`src/rtl/axidma_rd_req_gen.sv`:
```
// AXI DMA read-request generator: splits a byte-addressed transfer into
// AXI read bursts honouring the burst limit, 4 KB boundaries and an outstanding cap.
module axidma_rd_req_gen #(
    parameter int ADDR_WDTH  = 32,
    parameter int LEN_WDTH   = 32,
    parameter int DATA_WDTH  = 64,
    parameter int MAX_OUTSTD = 4
) (
    input  logic                 sys_clk,
    input  logic                 sys_rst,
    input  logic                 cfg_rsoft_rst,
    input  logic                 cfg_rstart,
    input  logic [ADDR_WDTH-1:0] cfg_raddr,
    input  logic [LEN_WDTH-1:0]  cfg_rlen,
    input  logic [7:0]           cfg_rburst_len,
    input  logic                 cfg_rirq_en,
    input  logic                 cfg_rirq_clr,
    output logic                 cfg_ridle,
    output logic [LEN_WDTH-1:0]  cfg_rd_times,
    output logic                 rirq,
    output logic                 rstart_vld,
    input  logic                 rstart_rdy,
    output logic [ADDR_WDTH-1:0] raddr,
    output logic [7:0]           rburst_len,
    input  logic                 rdone
);

    localparam int BYTES = DATA_WDTH / 8;
    localparam int BIT   = $clog2(BYTES);
    localparam int RW    = LEN_WDTH + 1;
    localparam int OW    = $clog2(MAX_OUTSTD + 1);
    localparam int CW    = (RW > 13) ? RW : 13;
    localparam logic [OW-1:0] MAX_CNT = OW'(MAX_OUTSTD);

    typedef enum logic [1:0] {
        S_IDLE,
        S_CALC,
        S_REQ,
        S_DRAIN
    } state_t;

    state_t                r_state;
    state_t                w_next;

    logic                  r_start_d;
    logic                  r_armed;
    logic [ADDR_WDTH-1:0]  r_addr;
    logic [RW-1:0]         r_rem;
    logic [7:0]            r_blen_cfg;
    logic [8:0]            r_beats;
    logic [OW-1:0]         r_outstd;
    logic [LEN_WDTH-1:0]   r_rd_times;
    logic                  r_rirq;
    logic [ADDR_WDTH-1:0]  r_raddr;
    logic [7:0]            r_rburst_len;

    logic                  w_rst;
    logic                  w_start;
    logic [RW-1:0]         w_sum;
    logic [RW-1:0]         w_tb;
    logic [12:0]           w_pg_beats;
    logic [12:0]           w_cfg_beats;
    logic [12:0]           w_lim;
    logic [8:0]            w_beats;
    logic                  w_hs;
    logic                  w_dec;
    logic [RW-1:0]         w_rem_next;

    assign w_rst = sys_rst | cfg_rsoft_rst;

    // r_armed blocks a start that was already high when reset released
    assign w_start = cfg_rstart & ~r_start_d & r_armed & (r_state == S_IDLE);

    // Total beats include the leading partial beat from an unaligned start
    assign w_sum = RW'(cfg_rlen) + RW'(cfg_raddr[BIT-1:0]);
    assign w_tb  = (w_sum >> BIT) + RW'(|w_sum[BIT-1:0]);

    assign w_pg_beats  = (13'd4096 - {1'b0, r_addr[11:0]}) >> BIT;
    assign w_cfg_beats = {5'd0, r_blen_cfg} + 13'd1;
    assign w_lim       = (w_cfg_beats < w_pg_beats) ? w_cfg_beats : w_pg_beats;
    assign w_beats     = (CW'(r_rem) < CW'(w_lim)) ? r_rem[8:0] : w_lim[8:0];

    assign w_hs       = (r_state == S_REQ) & rstart_rdy;
    assign w_dec      = rdone & (r_outstd != '0);
    assign w_rem_next = r_rem - RW'(r_beats);

    always_ff @(posedge sys_clk) begin
        if (w_rst) begin
            r_state <= S_IDLE;
        end else begin
            r_state <= w_next;
        end
    end

    always_comb begin
        w_next = r_state;
        case (r_state)
            S_IDLE: begin
                if (w_start) w_next = S_CALC;
            end
            S_CALC: begin
                if (r_rem == '0) begin
                    w_next = S_DRAIN;
                end else if (r_outstd < MAX_CNT) begin
                    w_next = S_REQ;
                end
            end
            S_REQ: begin
                if (rstart_rdy) w_next = (w_rem_next == '0) ? S_DRAIN : S_CALC;
            end
            S_DRAIN: begin
                if (r_outstd == '0) w_next = S_IDLE;
            end
            default: w_next = S_IDLE;
        endcase
    end

    always_ff @(posedge sys_clk) begin
        if (w_rst) begin
            r_start_d    <= 1'b0;
            r_armed      <= 1'b0;
            r_addr       <= '0;
            r_rem        <= '0;
            r_blen_cfg   <= '0;
            r_beats      <= '0;
            r_outstd     <= '0;
            r_rd_times   <= '0;
            r_rirq       <= 1'b0;
            r_raddr      <= '0;
            r_rburst_len <= '0;
        end else begin
            r_start_d <= cfg_rstart;
            if (!cfg_rstart) r_armed <= 1'b1;

            if (w_start) begin
                r_addr     <= {cfg_raddr[ADDR_WDTH-1:BIT], {BIT{1'b0}}};
                r_blen_cfg <= cfg_rburst_len;
                r_rem      <= w_tb;
                r_rd_times <= '0;
            end

            if ((r_state == S_CALC) && (w_next == S_REQ)) begin
                r_beats      <= w_beats;
                r_raddr      <= r_addr;
                r_rburst_len <= 8'(w_beats - 9'd1);
            end

            if (w_hs) begin
                r_addr     <= r_addr + (ADDR_WDTH'(r_beats) << BIT);
                r_rem      <= w_rem_next;
                r_rd_times <= r_rd_times + LEN_WDTH'(1);
            end

            // A completion arriving with nothing outstanding is dropped
            if (w_hs && !w_dec) begin
                r_outstd <= r_outstd + OW'(1);
            end else if (!w_hs && w_dec) begin
                r_outstd <= r_outstd - OW'(1);
            end

            if ((r_state == S_DRAIN) && (r_outstd == '0) && cfg_rirq_en) begin
                r_rirq <= 1'b1;
            end else if (cfg_rirq_clr) begin
                r_rirq <= 1'b0;
            end
        end
    end

    assign cfg_ridle    = (r_state == S_IDLE);
    assign rstart_vld   = (r_state == S_REQ);
    assign raddr        = r_raddr;
    assign rburst_len   = r_rburst_len;
    assign rirq         = r_rirq;
    assign cfg_rd_times = r_rd_times;

endmodule

```
`config.mk`:
```
export PLATFORM = sky130hd
export DESIGN_NAME = axidma_rd_req_gen
export DESIGN_NICKNAME = d
export VERILOG_FILES = /design/src/rtl/axidma_rd_req_gen.sv
export SDC_FILE = /design/constraint.sdc
export NUM_CORES = 1
export LEC_CHECK = 0
export ABC_AREA = 1
export CAP_MARGIN = 0
export CELL_PAD_IN_SITES_DETAIL_PLACEMENT = 0
export CELL_PAD_IN_SITES_GLOBAL_PLACEMENT = 1
export CORE_MARGIN = 10
export CORE_UTILIZATION = 43
export CTS_CLUSTER_DIAMETER = 60
export CTS_CLUSTER_SIZE = 28
export DETAILED_ROUTE_END_ITERATION = 7
export HOLD_SLACK_MARGIN = 0.05
export PLACE_DENSITY_LB_ADDON = 0.15
export SLEW_MARGIN = 10
export SYNTH_ARGS = -nofsm -noshare
export SYNTH_HDL_FRONTEND = slang
export SYNTH_SLANG_ARGS = --single-unit
```
`constraint.sdc`:
```
create_clock -name sys_clk -period 6.8 [get_ports sys_clk]
set_clock_uncertainty 0.15 [all_clocks]
set_input_delay 1.7 -clock sys_clk [delete_from_list [all_inputs] [get_ports sys_clk]]
set_output_delay 1.7 -clock sys_clk [all_outputs]
set_load 0.005 [all_outputs]
```
After elaboration in Yosys (flattened, before gate mapping)
Index checks and enable logic that the tools add are counted.
{"block": "word_totals", "regBits": 162, "input_bits": 80, "wordCells": 71, "out_inout_bits": 75}
{"block": "classes", "muxes": 19, "magnitude_cmp": 3, "eq_ne": 4, "reduce_logical": 16, "bitwise": 7, "n_addsub": 10}
{"op": "32-bit two-way mux", "count": 4}
{"op": "33-bit zero test", "count": 2}
{"op": "33-bit two-way mux", "count": 2}
{"op": "32-bit by 3-bit adder with 33-bit output", "count": 1}
{"op": "33-bit by 10-bit < comparator with 1-bit output", "count": 1}
{"op": "33-bit by 9-bit subtractor with 33-bit output", "count": 1}
{"op": "32-bit by 1-bit adder with 32-bit output, second input constant", "count": 1}
{"op": "32-bit by 12-bit adder with 32-bit output", "count": 1}
{"op": "30-bit by 1-bit adder with 31-bit output", "count": 1}
{"op": "13-bit by 12-bit subtractor with 13-bit output, first input constant", "count": 1}
{"op": "2-bit two-way mux", "count": 6}
{"op": "9-bit by 10-bit < comparator with 1-bit output", "count": 1}
{"op": "10-bit two-way mux", "count": 1}
{"op": "8-bit by 1-bit adder with 9-bit output, second input constant", "count": 1}
{"op": "9-bit two-way mux", "count": 1}
{"op": "2-bit case mux with 4 select lines", "count": 1}
{"op": "8-bit by 1-bit subtractor with 8-bit output, second input constant", "count": 1}
{"op": "2-bit == test, second input constant", "count": 3}
{"op": "3-bit two-way mux", "count": 2}
{"op": "2-bit nonzero test", "count": 3}
{"op": "1-bit bitwise AND", "count": 5}
{"op": "1-bit logical AND", "count": 5}
{"op": "3-bit by 1-bit adder with 3-bit output, second input constant", "count": 1}
{"op": "3-bit zero test", "count": 1}
{"op": "other kinds (10)", "count": 12}

Logic depth before layout (Yosys ltp)
{"block": "depth", "ltp_word": 8, "ltp_mapped": 38, "mapped_depth_nobuf": 36}

Least setup slack after synthesis
OpenSTA, ideal clock, no wires.
{"block": "synth_path", "kind": "input to register", "from": "input cfg_raddr[0]", "to": "register r_rem[16]", "setup_time_ns": 0.133, "slack_ns": 2.189, "n_path_buf": 0, "path_stages": 21, "t_arrival_ns": 4.328, "required_ns": 6.517, "path_cell_list": "ha_1 inv_1 fa_1 inv_1 nand2_1 a21oi_1 nand2_1 nor2_2 xor2_1 inv_1 nor2_1 inv_1 nor3_1 nand2_1 nor2_1 nand2_1 or2_2 nor3_2 nand4_1 o211ai_1 a31oi_1"}
{"block": "synth_between", "elab_chain_cells": 5}
{"item": "start, declared", "line_no": "13", "rtl": "input logic [ADDR_WDTH-1:0] cfg_raddr,"}
{"item": "32-bit by 3-bit adder with 33-bit output (*)", "line_no": "75", "rtl": "assign w_sum = RW'(cfg_rlen) + RW'(cfg_raddr[BIT-1:0]);"}
{"item": "3-bit OR reduction", "line_no": "76", "rtl": "assign w_tb = (w_sum >> BIT) + RW'(|w_sum[BIT-1:0]);"}
{"item": "30-bit by 1-bit adder with 31-bit output (*)", "line_no": "76"}
{"item": "33-bit two-way mux (*)", "line_no": "135", "rtl": "if (w_start) begin"}
{"item": "33-bit two-way mux (*)", "line_no": "148", "rtl": "if (w_hs) begin"}
{"item": "end signal, assigned", "line_no": "138", "rtl": "r_rem <= w_tb;"}
{"item": "end signal, assigned", "line_no": "150", "rtl": "r_rem <= w_rem_next;"}
{"item": "end, declared", "line_no": "48", "rtl": "logic [RW-1:0] r_rem;"}
Every way passes the cells marked *; elsewhere a longest branch is shown, timed or not. The select of a mux whose other input is x is not followed.
A chain may end at the register's enable or synchronous reset.

Worst setup path after layout
{"block": "layout_path", "from": "register r_addr[3]", "to": "register r_rburst_len[2], in the netlist rburst_len[2]"}
{"block": "layout_between", "elab_chain_cells": 6}
{"item": "start, declared", "line_no": "47", "rtl": "logic [ADDR_WDTH-1:0] r_addr;"}
{"item": "start signal, assigned", "line_no": "136", "rtl": "r_addr <= {cfg_raddr[ADDR_WDTH-1:BIT], {BIT{1'b0}}};"}
{"item": "start signal, assigned", "line_no": "149", "rtl": "r_addr <= r_addr + (ADDR_WDTH'(r_beats) << BIT);"}
{"item": "13-bit by 12-bit subtractor with 13-bit output (*)", "line_no": "78", "rtl": "assign w_pg_beats = (13'd4096 - {1'b0, r_addr[11:0]}) >> BIT;"}
{"item": "9-bit by 10-bit < comparator with 1-bit output", "line_no": "80", "rtl": "assign w_lim = (w_cfg_beats < w_pg_beats) ? w_cfg_beats : w_pg_beats;"}
{"item": "10-bit two-way mux (*)", "line_no": "80"}
{"item": "33-bit by 10-bit < comparator with 1-bit output", "line_no": "81", "rtl": "assign w_beats = (CW'(r_rem) < CW'(w_lim)) ? r_rem[8:0] : w_lim[8:0];"}
{"item": "9-bit two-way mux (*)", "line_no": "81"}
{"item": "8-bit by 1-bit subtractor with 8-bit output (*)", "line_no": "145", "rtl": "r_rburst_len <= 8'(w_beats - 9'd1);"}
{"item": "end signal, assigned", "line_no": "145"}
{"item": "end, declared", "line_no": "55", "rtl": "logic [7:0] r_rburst_len;"}
Every way passes the cells marked *; elsewhere a longest branch is shown, timed or not.

==> flow_summary.yaml <==
outcome:
  outcome: "finished clean"
die:
  ios: 155
  die-area_mm2: 0.03237
  coreArea_mm2: 0.02518
  start_util_pct: 43.66
  die_width_um: 179.9
  rows: 58
  die_h_um: 179.9
worst_setup_path:
  cp.arrival_ps: 5640
  crit_top_cell: "inv_1"
  rr_startpoint: "r_addr[3]$_SDFFE_PP0P_"
  worstRegToRegCells: 28
  cp_slowest_cell: "dfxtp_1"
  crit_start: "r_addr[3]$_SDFFE_PP0P_"
  crit_required_ps: 7020
  critPathCaptureType: "register"
  r2r_slack_ps: 1390
  timing.rr.end: "rburst_len[2]$_SDFFE_PP0P_"
  cpPeakStageDelay_ps: 460
  startpoint_type: "register"
  cp-endpoint: "rburst_len[2]$_SDFFE_PP0P_"
  worstSetupPathType: "register to register"
  cp_max_fo: 14
final_layout:
  design_area_mm2: 0.01334
  nFillCells: 2579
  final_core_util_pct: 52.97
  area_delta_synth_final_pct: 21.30
  drive_gt1_share_pct: 8.450
  n_antenna_cell: 0
  nets: 1899
global_routing:
  grt_pass1_wl_um: 54230
  grt_pass1_vias: 10608
  overflow: 0
  antenna_found_initial: 1
  gr-usage-all-layers_pct: 19.86
  grt_max_degree: 71
logic_synthesis:
  yosys.cell_types.count: 65
  ys_async_sr_fraction_pct: 0
  synth_top_area_cell: "dfxtp_1"
  ys_top_cells_by_count: "nand2_1 (359), inv_1 (202), nor2_1 (172), dfxtp_1 (156), a21oi_1 (114)"
  netlist.area_leader.share_pct: 28.40
  yosysMostFrequentCell: "nand2_1"
  ys_warn_count: 0
  postSynthAreaPerCell_um2: 6.668
  ys_ff_latch: 156
  ys_top_cells_by_area: "dfxtp_1 (28%), nand2_1 (12%), inv_1 (6.9%)"
  synth_edf_count: 0
  syn_area_mm2: 0.01100
  ys.flop_type: "dfxtp_1"
  yosysSeqAreaShare_pct: 28.40
  syn_inst: 1649
clock_network:
  clkSlewWorstSetupHoldPaths_ps: 70
  cts_tree: "done"
  post_cts_buffers: 0
  cts-root-buf: "clkbuf_16"
  htree_num_levels: 4
  clkSinkCount: 156
  cts.repair.resized: 0
  cts_max_path_buffers: 2
  cts_buffers: 17
  hold_buffers: 0
  clkLatencyLatePin_ps: 430
timing:
  min_period_over_period_pct: 79.62
  worst_slew_pin_slew_ps: 1032
  fin_setup_tns_ps: 0
  slew_headroom_pct: 31.10
  min_period_ps: 5414
  rsz0062_at_grt: "no"
  fmax_ghz: 0.1847
  whs_ps: 315.5
  finalHoldViolCount: 0
  setup_violations: 0
  report.final.slew_viol_count: 0
routing:
  dr_total_vias: 10821
  wire_per_inst_um: 15.42
  ant_nets: 0
  wirelength_um: 32650
  route.detailed.drc: 0
  drt-vias-per-instance: 5.111
  dr.pass1.iters: 5
  drtIter0Drc: 598
power:
  power_mw: 2.345
  ir_worst_vdd_mv: 0.1496
  pwr_density_cell_mw_per_mm2: 175.8
  p_leak_nw: 5.449
place:
  place_area_mm2: 0.01273
  gp_congestion: 0.8555
  place_hpwl_um: 24590
  port_buffers: 151
job:
  drv_cap: 0
hold_path:
  hold_path.class: "register to register"
## kinds of logic after synthesis
logic type / after synthesis / share of synthesized area [%]
compound gates: 317 / 16.84
xor+xnor: 79 / 6.293
fa+ha+maj: 45 / 5.394
buf+inv: 272 / 10.02
flops: 156 / 28.40
other cells: 2 / 0.06830
simple gates: 778 / 32.98
## worst min-delay path by stage
stage | start | endpoint | slack, ps | depth (start not counted)
after global placement | raddr[12]$_SDFFE_PP0P_ | raddr[12]$_SDFFE_PP0P_ | 300 | 2
after global routing | rburst_len[0]$_SDFFE_PP0P_ | rburst_len[0]$_SDFFE_PP0P_ | 330 | 2
final | raddr[10]$_SDFFE_PP0P_ | raddr[10]$_SDFFE_PP0P_ | 320 | 2
after floorplan | r_armed$_SDFFE_PP0N_ | r_armed$_SDFFE_PP0N_ | 280 | 2
after detailed placement | rirq$_SDFFE_PP0P_ | rirq$_SDFFE_PP0P_ | 310 | 2
after CTS | raddr[10]$_SDFFE_PP0P_ | raddr[10]$_SDFFE_PP0P_ | 320 | 2
## worst max-delay path: cells and delay by family (launching register included)
family                   cells  cell delay, ps
AO/OA/AOI/OAI                5            1450
XOR/XNOR                     1             160
adder cells (fa/ha/maj)      4            1120
buffers and inverters        6             610
flip-flops                   1             460
AND/OR/NAND/NOR             12            1400
## through the flow
stage,instances,setup slack [ps]
final,2117,1386
after global routing,2117,969.8
after CTS,2117,1428
after detailed placement,2085,1308
after global placement,2085,1347
after floorplan,1651,2190
## final cells by class
type	instances	area [um2]	area share (%)
Clock buffer	18	429.2	3.218
Clock inverter	14	176.4	1.323
Inverter	214	803.3	6.023
Multi-Input combinational cell	1223	6799	50.98
Sequential cell	156	3123	23.41
Tap cell	330	412.9	3.096
Timing Repair Buffer	162	1594	11.95
## cell usage in the layout (no fill, tap or decap), types with 3 or more instances in the layout
cell type / count
o21ai_1: 6
nand2_1: 359
nand2_4: 11
clkbuf_16: 17
clkinv_1: 4
a31oi_1: 43
nor3_2: 3
ha_1: 41
o21ai_0: 95
inv_6: 6
nor3_1: 26
a21oi_1: 114
buf_4: 11
inv_1: 201
nand3b_1: 6
nor2_1: 170
nand2_2: 25
or2_2: 10
o21a_1: 6
nand3_2: 7
nor2_2: 15
nor4_1: 12
xnor2_1: 26
nand4_1: 36
a211oi_1: 16
inv_2: 9
xor2_1: 53
nor2_4: 15
fa_1: 4
conb_1: 4
nand3_1: 73
o211ai_1: 4
dfxtp_1: 156
a221oi_1: 6
clkdlybuf4s50_1: 151
## state kept, by name (all words and copies together) (netlist names)
name / count
r_rem: 33
r_armed: 1
rirq: 1
r_state: 2
r_outstd: 3
r_start_d: 1
rburst_len: 8
r_beats: 9
r_blen_cfg: 8
r_addr: 29
raddr: 29
cfg_rd_times: 32
## report_power, final
part           internal (mW)  leakage (nW)  total [mW]  switching, mW
Clock                  0.558         0.294        1.00          0.446
Combinational          0.160          3.90       0.414          0.254
Sequential             0.920          1.26       0.928        0.00817
## layer usage
metal  part of all wire, %  vias up  GRT usage, %  routed length, um
li1                      -     5652             -                  -
met3                   4.6       14         4.257               1492
met4                  0.92        0         3.870                301
met2                    47      163         33.66              15510
met5                     0        -             0                  0
met1                    47     4992         25.40              15350
(Power assumes the default switching activity.)
